--- src/rtl/road_pkg.sv ---
// Shared road layout constants, colour codes and painter FSM states.
// Pure definitions; no timing or backpressure.
package road_pkg;

  localparam int XSCREEN    = 160;
  localparam int YSCREEN    = 120;
  localparam int ROAD_LEFT  = 40;
  localparam int ROAD_RIGHT = 119;
  localparam int LANE_X     = 79;
  localparam int DASH_LEN   = 8;
  localparam int DASH_BIT   = $clog2(DASH_LEN);

  localparam logic [2:0] C_GRASS  = 3'b010;
  localparam logic [2:0] C_EDGE   = 3'b110;
  localparam logic [2:0] C_STRIPE = 3'b111;
  localparam logic [2:0] C_TAR    = 3'b000;

  typedef enum logic [1:0] {
    IDLE   = 2'd0,
    DRAW   = 2'd1,
    FINISH = 2'd2
  } state_t;

  // An out-of-range scroll offset restarts the dash phase from zero.
  function automatic logic [6:0] wrap_offset(input logic [6:0] off);
    return (off < 7'(YSCREEN)) ? off : 7'd0;
  endfunction

endpackage

--- src/rtl/road_pixel_colour.sv ---
// Road colour for one pixel: grass, edge lines, dashed centre stripe, tarmac.
// Combinational, zero latency; no flow control.
module road_pixel_colour
  import road_pkg::*;
(
  input  logic [7:0] x,
  input  logic [6:0] y,
  input  logic [6:0] offset,
  output logic [2:0] colour
);

  logic [7:0] sum;
  logic [7:0] phase;

  always_comb begin
    sum   = {1'b0, y} + {1'b0, offset};
    // Both operands are < YSCREEN, so a single subtraction completes the modulo.
    phase = (sum >= 8'(YSCREEN)) ? sum - 8'(YSCREEN) : sum;

    if (x < 8'(ROAD_LEFT) || x > 8'(ROAD_RIGHT)) begin
      colour = C_GRASS;
    end else if (x == 8'(ROAD_LEFT) || x == 8'(ROAD_RIGHT)) begin
      colour = C_EDGE;
    end else if (x == 8'(LANE_X) || x == 8'(LANE_X + 1)) begin
      colour = (((phase >> DASH_BIT) & 8'd1) == 8'd0) ? C_STRIPE : C_TAR;
    end else begin
      colour = C_TAR;
    end
  end

endmodule

--- src/rtl/road_painter.sv ---
// Sweeps the 160x120 frame in raster order, one registered pixel per clock after a start.
// First pixel one cycle after start is accepted; start is ignored while drawing or finishing.
module road_painter
  import road_pkg::*;
(
  input  logic       CLOCK_50,
  input  logic       reset,
  input  logic       start,
  input  logic [6:0] scroll_offset,
  output logic [7:0] x,
  output logic [6:0] y,
  output logic [2:0] colour,
  output logic       plot,
  output logic       busy,
  output logic       done
);

  state_t     state;
  logic [7:0] cx;
  logic [6:0] cy;
  logic [6:0] offset;
  logic [2:0] pix_colour;

  // cx/cy name the pixel to be emitted on the next edge, so colour lines up with x/y.
  road_pixel_colour u_colour (
    .x      (cx),
    .y      (cy),
    .offset (offset),
    .colour (pix_colour)
  );

  always_ff @(posedge CLOCK_50 or posedge reset) begin
    if (reset) begin
      state  <= IDLE;
      cx     <= 8'd0;
      cy     <= 7'd0;
      offset <= 7'd0;
      x      <= 8'd0;
      y      <= 7'd0;
      colour <= 3'd0;
      plot   <= 1'b0;
      busy   <= 1'b0;
      done   <= 1'b0;
    end else begin
      unique case (state)
        IDLE: begin
          done <= 1'b0;
          if (start) begin
            offset <= wrap_offset(scroll_offset);
            cx     <= 8'd0;
            cy     <= 7'd0;
            state  <= DRAW;
          end
        end

        DRAW: begin
          x      <= cx;
          y      <= cy;
          colour <= pix_colour;
          plot   <= 1'b1;
          busy   <= 1'b1;
          if (cx == 8'(XSCREEN - 1)) begin
            cx <= 8'd0;
            if (cy == 7'(YSCREEN - 1)) begin
              cy    <= 7'd0;
              state <= FINISH;
            end else begin
              cy <= cy + 7'd1;
            end
          end else begin
            cx <= cx + 8'd1;
          end
        end

        FINISH: begin
          x      <= 8'd0;
          y      <= 7'd0;
          colour <= 3'd0;
          plot   <= 1'b0;
          busy   <= 1'b0;
          done   <= 1'b1;
          state  <= IDLE;
        end

        default: begin
          state <= IDLE;
          plot  <= 1'b0;
          busy  <= 1'b0;
          done  <= 1'b0;
        end
      endcase
    end
  end

endmodule

--- config.mk ---
export PLATFORM = sky130hd
export DESIGN_NAME = road_painter
export DESIGN_NICKNAME = d
export VERILOG_FILES = /design/src/rtl/road_pkg.sv /design/src/rtl/road_pixel_colour.sv /design/src/rtl/road_painter.sv
export SDC_FILE = /design/constraint.sdc
export NUM_CORES = 1
export LEC_CHECK = 0
export ABC_CLOCK_PERIOD_IN_PS = 1900
export BUFFER_PORTS_ARGS = -buffer_cell sky130_fd_sc_hd__buf_2
export CORE_MARGIN = 4
export CORE_UTILIZATION = 40
export CTS_CLUSTER_SIZE = 16
export DETAILED_ROUTE_END_ITERATION = 8
export PLACE_DENSITY = 0.71
export SLEW_MARGIN = 20
export SYNTH_ARGS = -nofsm -noshare
export SYNTH_HDL_FRONTEND = slang
export SYNTH_SLANG_ARGS = --single-unit
--- constraint.sdc ---
create_clock -name CLOCK_50 -period 1.9 [get_ports CLOCK_50]
set_input_delay 0.285 -clock CLOCK_50 [delete_from_list [all_inputs] [get_ports CLOCK_50]]
set_output_delay 0.285 -clock CLOCK_50 [all_outputs]
set_load 0.03 [all_outputs]
Yosys cells after proc, flatten, opt, wreduce, memory -nomap -nowiden. Cells that the tools add are included.

Bits in registers: 44. Input bits: 10. Logic and storage cells: 61.

Add/subtract/negate cells: 4. $lt $le $gt $ge: 4. Equal/unequal tests: 11. Muxes and demuxes: 22. Reductions and logical operators: 11.

Operator list (number): $pmux 8 s2 (2); $mux 7 (4); $pmux 7 s2 (2); $eq 8x7->1 const B (3); $mux 8 (2); $mux 3 (4); $add 7x7->8 (1); $add 8x1->8 const B (1); $eq 8x6->1 const B (1); $eq 8x8->1 const B (1); $ge 8x7->1 const B (1); $gt 8x7->1 const B (1); $logic_not 8->1 (1); $lt 8x6->1 const B (1); $add 7x1->7 const B (1); $eq 7x7->1 const B (1); $lt 7x7->1 const B (1); $mux 2 (3); $ne 2x2->1 const B (3); $pmux 3 s2 (1); $reduce_and 3->1 (2); $mux 4 (1); $pmux 1 s2 (2); $pmux 2 s2 (1); other kinds (7) (11).

Logic depth before layout (Yosys ltp). Gate-level depths: netlist of the first run.

Depth in word-level cells: 9. Gate-level depth with buffers: 8.

Cells and area by module. A second synthesis of the first run with hierarchy kept.

Cell total of the unflattened synthesis: 253. Area, all modules: 2446.1 µm².

Modules (own cells, without submodules): road_painter (times used 1, cells each 204, area each 2055.7 µm²); road_pixel_colour (times used 1, cells each 49, area each 390.4 µm²).

Worst setup path before layout of the first run. OpenSTA, ideal clock, no wires.

Kind: register to register. Start point: reg cy[0]. End point: reg colour[0]. Library setup time: 0.140 ns. Arrival: 1.927 ns. Required time: 1.760 ns. Slack: -0.166 ns. Stages on the path, launching flop included: 9. Path buffers: 0. Path through: dfrtp_1 > ha_1 > inv_1 > fa_1 > and3b_1 > or3_1 > a311o_1 > o211ai_1 > o32ai_1.

Cells in the longest elaborated chain, start to end: 9.

RTL lines: start, declared (line road_painter.sv:20) `logic [6:0] cy;`; start signal, assigned (line road_painter.sv:68) `cy <= cy + 7'd1;`; $add 7x7->8 * (line road_pixel_colour.sv:16) `sum = {1'b0, y} + {1'b0, offset};`; $ge 8x7->1 or $sub 4x4->4 (tied branches) (line road_pixel_colour.sv:18) `phase = (sum >= 8'(YSCREEN)) ? sum - 8'(YSCREEN) : sum;`; $mux 4 * (line road_pixel_colour.sv:18); $logic_not 8->1 * (line road_pixel_colour.sv:25) `colour = (((phase >> DASH_BIT) & 8'd1) == 8'd0) ? C_STRIPE : C_TAR;`; $mux 3 * (line road_pixel_colour.sv:25); $mux 3 * (line road_pixel_colour.sv:24) `end else if (x == 8'(LANE_X) || x == 8'(LANE_X + 1)) begin`; $mux 3 * (line road_pixel_colour.sv:22) `end else if (x == 8'(ROAD_LEFT) || x == 8'(ROAD_RIGHT)) begin`; $mux 3 * (line road_pixel_colour.sv:20) `if (x < 8'(ROAD_LEFT) || x > 8'(ROAD_RIGHT)) begin`; $pmux 3 s2 * (line road_painter.sv:45) `unique case (state)`; end signal, assigned (line road_painter.sv:59) `colour <= pix_colour;`; end, declared (line road_painter.sv:12) `output logic [2:0] colour,`.

Every way passes the cells marked *; elsewhere a longest branch is shown, timed or not. A chain may end at the register's enable or synchronous reset.

Worst setup path after layout of the first run. Ends and elaborated chain as after synthesis.

==> impl_metrics.yaml, run 1 <==
critical_path:
  cp_max_fo: 3
  cp_slowest_cell: "dfrtp_1"
  cp.required_ns: 2.05
  critical_path_class: "flip-flop to flip-flop"
  cp-start-kind: "flip-flop"
  cp-end-kind: "flip-flop"
  arrival_ns: 2.22
  crit_path_max_incr_delay_ns: 0.39
  cp_cell_sequence: "ha_2 -> inv_2 -> fa_2 -> and3b_1 -> or3_1 -> a311o_1 -> o211ai_1 -> o32ai_1"
grt:
  grt_pass1_vias: 1970
  grt_max_degree: 27
  grt-ovfl-total: 0
  antenna_found_initial: 0
  grt_usage_pct: 15.42
  grt_first_pass_wirelength_um: 9163
place:
  hpwlAfterDp_um: 4187
  place_ws_ns: -0.1304
  portBuffers: 30
  place_congestion: 0.8416
power:
  power_mw: 3.826
  p_per_area_mw_per_mm2: 1296
  p_leak_nw: 1.402
  vdd_ir_drop_max_v: 0.001185
clocking:
  htree_levels: 2
  cts_tree: "yes"
  clk_pin_slew_worst_paths_ns: 0.09
  clockRootBuffer: "clkbuf_8"
  cts_buffers: 5
  clock_latency_ns: 0.29
  clock_path_buffers: 2
  clkSinkCount: 44
finish:
  layout-drive-gt1-share_pct: 30.85
  final_nets: 319
  utilization_pct: 52.03
  area_growth_pct: 22.85
  antenna_cells: 0
floorplan:
  io_pins: 31
  die_h_um: 85.52
  dieArea_mm2: 0.007313
  core_area_mm2: 0.005675
  initial_core_util_pct: 42.35
  num_rows: 27
  die_w_um: 85.52
timing:
  tns_ns: -0.4910
  final_max_slew_viol_count: 0
  setup_slack_ns: -0.1705
  hold_ws_ns: 0.004313
  final.min_clock_period_ns: 2.071
  rsz0062_at_grt: "yes"
  slew_headroom_pct: 52.68
  fmax_ghz: 0.4830
  setup_violations: 3
  final_hold_viol_count: 0
  clock_skew_ns: 0.01418
  worst_pin_slew_ns: 0.7055
  fin_crit_sh_pct: 109.0
route:
  wl_met1_um: 2422
  routed_via_density: 5.390
  first_pass_iters: 4
  wl_per_cell_um: 14.74
  drt-initial-drc-count: 81
  wl_met3_um: 185
  num_vias: 1978
  wl_met2_um: 2713
  antenna_left: 0
  dr.max_layer_used: "met4"
  wirelength_um: 5409
  drc_errors: 0
yosys:
  ys_types: 51
  seq_area_frac_synth_pct: 45.81
  syn_nets: 261
  synth_seq_cells: 44
  netlist_instances: 236
  async_flop_share_pct: 100.0
  synth_edf_count: 0
  synthFlopType: "dfrtp_1"
  synth_area_mm2: 0.002404
  synth.avg_cell_area_um2: 10.18
  ys_warn_count: 0
run_status:
  violations: "setup timing"
  outcome: "finished with violations"
worst_hold_path:
  hp-class: "input pin to async pin"
run:
  cap_viol_max_count: 0
-- sequential cells by signal, indices dropped and copies added (netlist names) --
register  cells
busy          1
colour        3
cx            8
cy            7
done          1
offset        7
state         2
x             8
y             7
-- final cells by class --
cell class / instances / area, um2
Clock buffer: 7 / 76.32
Tap cell: 72 / 90.09
Timing Repair Buffer: 66 / 457.9
Multi-Input combinational cell: 165 / 1172
Fill cell: 508 / 2723
Inverter: 12 / 45.04
Clock inverter: 1 / 8.758
Sequential cell: 44 / 1102
-- worst paths after layout --
kind / end / slack, ns / cells past startpoint / from
worst max-delay path: colour[0] / -0.17 / 8 / cy[0]
worst min-delay path: done / 0.004 / 2 / reset
worst max register to register: colour[0] / -0.17 / 8 / cy[0]
worst min register to register: y[1] / 0.49 / 1 / y[1]
max in group asynchronous: cx[5] / 1.36 / 3 / reset
min in group CLOCK_50: offset[1] / 0.20 / 2 / scroll_offset[1]
-- metal layers --
metal	up-vias	GRT usage (%)
met5	-	0
met1	957	19.81
li1	972	-
met4	0	5.180
met3	11	2.978
met2	38	26.06
-- through the flow --
step / instances / area (um2)
after floorplan: 236 / 2409
after global placement: 358 / 2849
after detailed placement: 358 / 2849
after CTS: 366 / 2934
after global routing: 367 / 2953
final: 367 / 2953
-- power by group --
| group | switching (mW) | internal (mW) | total, mW | leakage, nW |
|---|---|---|---|---|
| clock | 0.317 | 0.263 | 0.581 | 0.0424 |
| combinational | 1.12 | 0.866 | 1.98 | 0.768 |
| sequential | 0.130 | 1.13 | 1.26 | 0.591 |
| total | 1.56 | 2.26 | 3.83 | 1.40 |
-- layout by cell type, fill, tap and decap left out, types with 2 or more instances in the layout --
master	n
dfrtp_1	43
buf_4	33
nand2_1	30
buf_2	30
a22o_1	12
o2bb2ai_1	11
nand3_1	10
o21ai_0	10
nor2_1	9
a21oi_1	9
ha_1	9
inv_1	8
nor3_1	5
ha_2	5
clkbuf_8	5
o31ai_1	4
a31oi_1	4
o211ai_1	3
nor2b_1	3
xnor2_1	3
a21o_1	3
mux2_2	3
buf_12	3
clkinv_1	2
nand2b_1	2
o21a_1	2
and3_1	2
inv_2	2
nor4b_1	2
and2_1	2
clkbuf_1	2
-- what timing repair did --
action	CTS	global route
gates resized for setup	0	6
pin swaps	1	3
hold buffers	0	0
setup buffers	0	1
hold endpoints to repair	0	0
setup endpoints to repair	3	11
-- worst max-delay path: cells and delay by family (launching register included) --
family	cells	cell delay, ns
and+or+nand+nor	2	0.48
buffers and inverters	1	0.05
adders and majority gates	2	0.37
DFF	1	0.39
AOI/OAI and AO/OA	3	0.64
-- synth_stat cells, types with 2 or more instances --
cell	instances	area share, %
and2_1	2	0.52
a21o_1	3	0.94
a22o_1	12	4.4
xnor2_1	3	1.1
o211ai_1	3	0.94
inv_1	11	1.7
nand3_1	10	2.1
o31ai_1	4	1.2
a21oi_1	9	1.9
clkbuf_1	7	1.1
ha_1	14	7.3
mux2_2	3	1.4
nand2_1	30	4.7
dfrtp_1	44	46
nand2b_1	2	0.52
nor4b_1	2	0.73
buf_6	2	0.94
o21ai_0	11	2.3
nor2b_1	3	0.78
nor3_1	5	1.0
and3_1	2	0.52
a31oi_1	4	1.0
o21a_1	2	0.62
nor2_1	9	1.4
o2bb2ai_1	11	4.0
buf_4	3	0.94
-- cell families after synthesis --
logic type | after synthesis | synth area share, %
compound gates | 66 | 19.94
xor+xnor | 4 | 1.458
fa+ha+maj | 15 | 8.121
buf+inv | 27 | 6.038
flops | 44 | 45.81
mux | 4 | 1.822
simple gates | 76 | 16.82
No activity file was read; power rests on OpenSTA's default activity.
==> run 2, diff against run 1 <==
Settings changed: CORE_MARGIN 4 to 3, HOLD_SLACK_MARGIN set to 0.12.
==> run 2 against run 1 <==
  * The flow still finishes with violations (setup timing)
  * Clock power grew 29%
  * Wire length grew 1.2%
  * Cell count grew 1.6%
  * Critical path type unchanged
  * Critical endpoint is now colour[1]
  * Critical path depth is the same
  * Global-route usage grew 1.0 points
==> impl_metrics.yaml, run 2 (synthesized netlist as in run 1, its figures left out) <==
run_status:
  outcome: "finished with violations"
  violations: "setup timing"
place:
  place_ws_ns: -0.1579
  place_congestion: 0.8388
  portBuffers: 30
  hpwlAfterDp_um: 4052
  dp_cells: 359
route:
  wl_met3_um: 179
  first_pass_iters: 4
  routed_via_density: 5.391
  wl_per_cell_um: 14.67
  drc_errors: 0
  drt-initial-drc-count: 101
  antenna_left: 0
  dr.max_layer_used: "met4"
  wirelength_um: 5473
  wl_met1_um: 2437
  num_vias: 2011
  wl_met2_um: 2752
power:
  p_int_mw: 2.468
  vdd_ir_drop_max_v: 0.001081
  p_sw_share_pct: 39.72
  p_per_area_mw_per_mm2: 1355
  seqPwrFrac_pct: 30.5
  p_clk_share_pct: 18.4
  p_leak_nw: 1.442
  combPwrFrac_pct: 51.1
  switching_power_mw: 1.626
timing:
  final.min_clock_period_ns: 2.076
  setup_violations: 3
  final_hold_viol_count: 0
  worst_pin_slew_ns: 0.5565
  fmax_ghz: 0.4817
  slew_headroom_pct: 62.90
  final_max_slew_viol_count: 0
  rsz0062_at_grt: "yes"
  clock_skew_ns: 0.008848
  hold_ws_ns: 0.1814
  fin_crit_sh_pct: 109.3
  setup_slack_ns: -0.1761
grt:
  grt_usage_pct: 16.46
  grt_first_pass_wirelength_um: 9294
  grt_max_degree: 45
  grt-ovfl-total: 0
  grt_pass1_vias: 2004
  antenna_found_initial: 0
critical_path:
  cp-end-kind: "flip-flop"
  cp.required_ns: 2.08
  crit_path_max_incr_delay_ns: 0.39
  cp_slowest_cell: "dfrtp_1"
  critical-path-top-delay-family: "compound AO/OA/AOI/OAI gates"
  critical_path_class: "flip-flop to flip-flop"
  critPathBufInv: 1
  cp_max_fo: 3
  cp-start-kind: "flip-flop"
  cp_cell_sequence: "ha_2 -> inv_2 -> fa_1 -> and3b_1 -> or3_1 -> a311o_1 -> o211ai_1 -> a31oi_1"
  arrival_ns: 2.26
clocking:
  clkSinkCount: 44
  clock_path_buffers: 2
  htree_levels: 2
  clock_latency_ns: 0.31
  clockRootBuffer: "clkbuf_8"
  cts_tree: "yes"
  cts_buffers: 5
  clk_pin_slew_worst_paths_ns: 0.09
finish:
  area_growth_pct: 25.72
  antenna_cells: 0
  layout-drive-gt1-share_pct: 32.23
  mostFrequentLayoutCells: "dfrtp_1, buf_4, nand2_1, buf_2, a22o_1"
  utilization_pct: 53.24
  final_nets: 325
  stdcell_count: 373
  final_common_cell: "dfrtp_1"
  reg_top3: "cx x8, x x8"
run:
  cap_viol_max_count: 0
floorplan:
  dieArea_mm2: 0.006975
  die_w_um: 83.52
  io_pins: 31
  die_h_um: 83.52
  num_rows: 27
  core_area_mm2: 0.005675
  initial_core_util_pct: 42.35
worst_hold_path:
  hp-class: "input pin to flip-flop"
-- run 2: metrics by stage --
step / power (mW) / cell area (um2) / setup TNS, ns
2_1_floorplan: 2.527 / 2409 / -0.2440
3_3_place_gp: 3.221 / 2844 / -0.2986
3_5_place_dp: 3.277 / 2844 / -0.4351
4_1_cts: 4.045 / 2982 / -0.4816
5_1_grt: 4.378 / 3022 / -1.129
6_report: 4.095 / 3022 / -0.5052
-- run 2: layout make-up --
type / count / area [um2]
fill: 516 / 2654
multi-input combinational: 165 / 1177
sequential: 44 / 1101
timing repair buffer: 72 / 493.0
tap: 72 / 90.09
clock buffer: 5 / 68.82
clock inverter: 3 / 46.29
inverter: 12 / 45.04
-- run 2: worst register-to-register path: stages, from the launching register on --
cell	delay, ns
dfrtp_1	0.39
ha_2	0.20
inv_2	0.05
fa_1	0.16
and3b_1	0.19
or3_1	0.32
a311o_1	0.28
o211ai_1	0.25
a31oi_1	0.13
-- run 2: repair_timing --
action | in CTS | in global routing
hold buffers | 1 | 0
setup endpoints to repair | 6 | 8
hold endpoints to repair | 22 | 0
resized for setup | 1 | 5
pin swaps | 3 | 0
buffers inserted | 1 | 4
-- run 2: worst paths after layout --
| check | start | to | slack [ns] | depth (start not counted) |
|---|---|---|---|---|
| worst max register to register | cy[0] | colour[1] | -0.18 | 8 |
| worst max-delay path | cy[0] | colour[1] | -0.18 | 8 |
| max in group asynchronous | reset | colour[2] | 0.87 | 4 |
| min in group asynchronous | reset | state[0] | 0.64 | 4 |
| worst min-delay path | scroll_offset[1] | offset[1] | 0.18 | 2 |
| worst min register to register | y[4] | y[4] | 0.49 | 1 |
-- run 2: routing by layer --
layer  vias up  global-route usage, %
met3        10                  3.258
met2        39                  28.72
li1        982                      -
met5         -                      0
met4         0                  6.725
met1       980                  19.82
-- run 2: power groups by stage --
stage,combinational [mW],clock [mW],sequential (mW)
floorplan,1.14,0,1.39
global placement,1.95,0,1.27
detailed placement,2.00,0,1.27
CTS,2.02,0.765,1.26
global route,2.30,0.802,1.28
finish,2.09,0.752,1.25
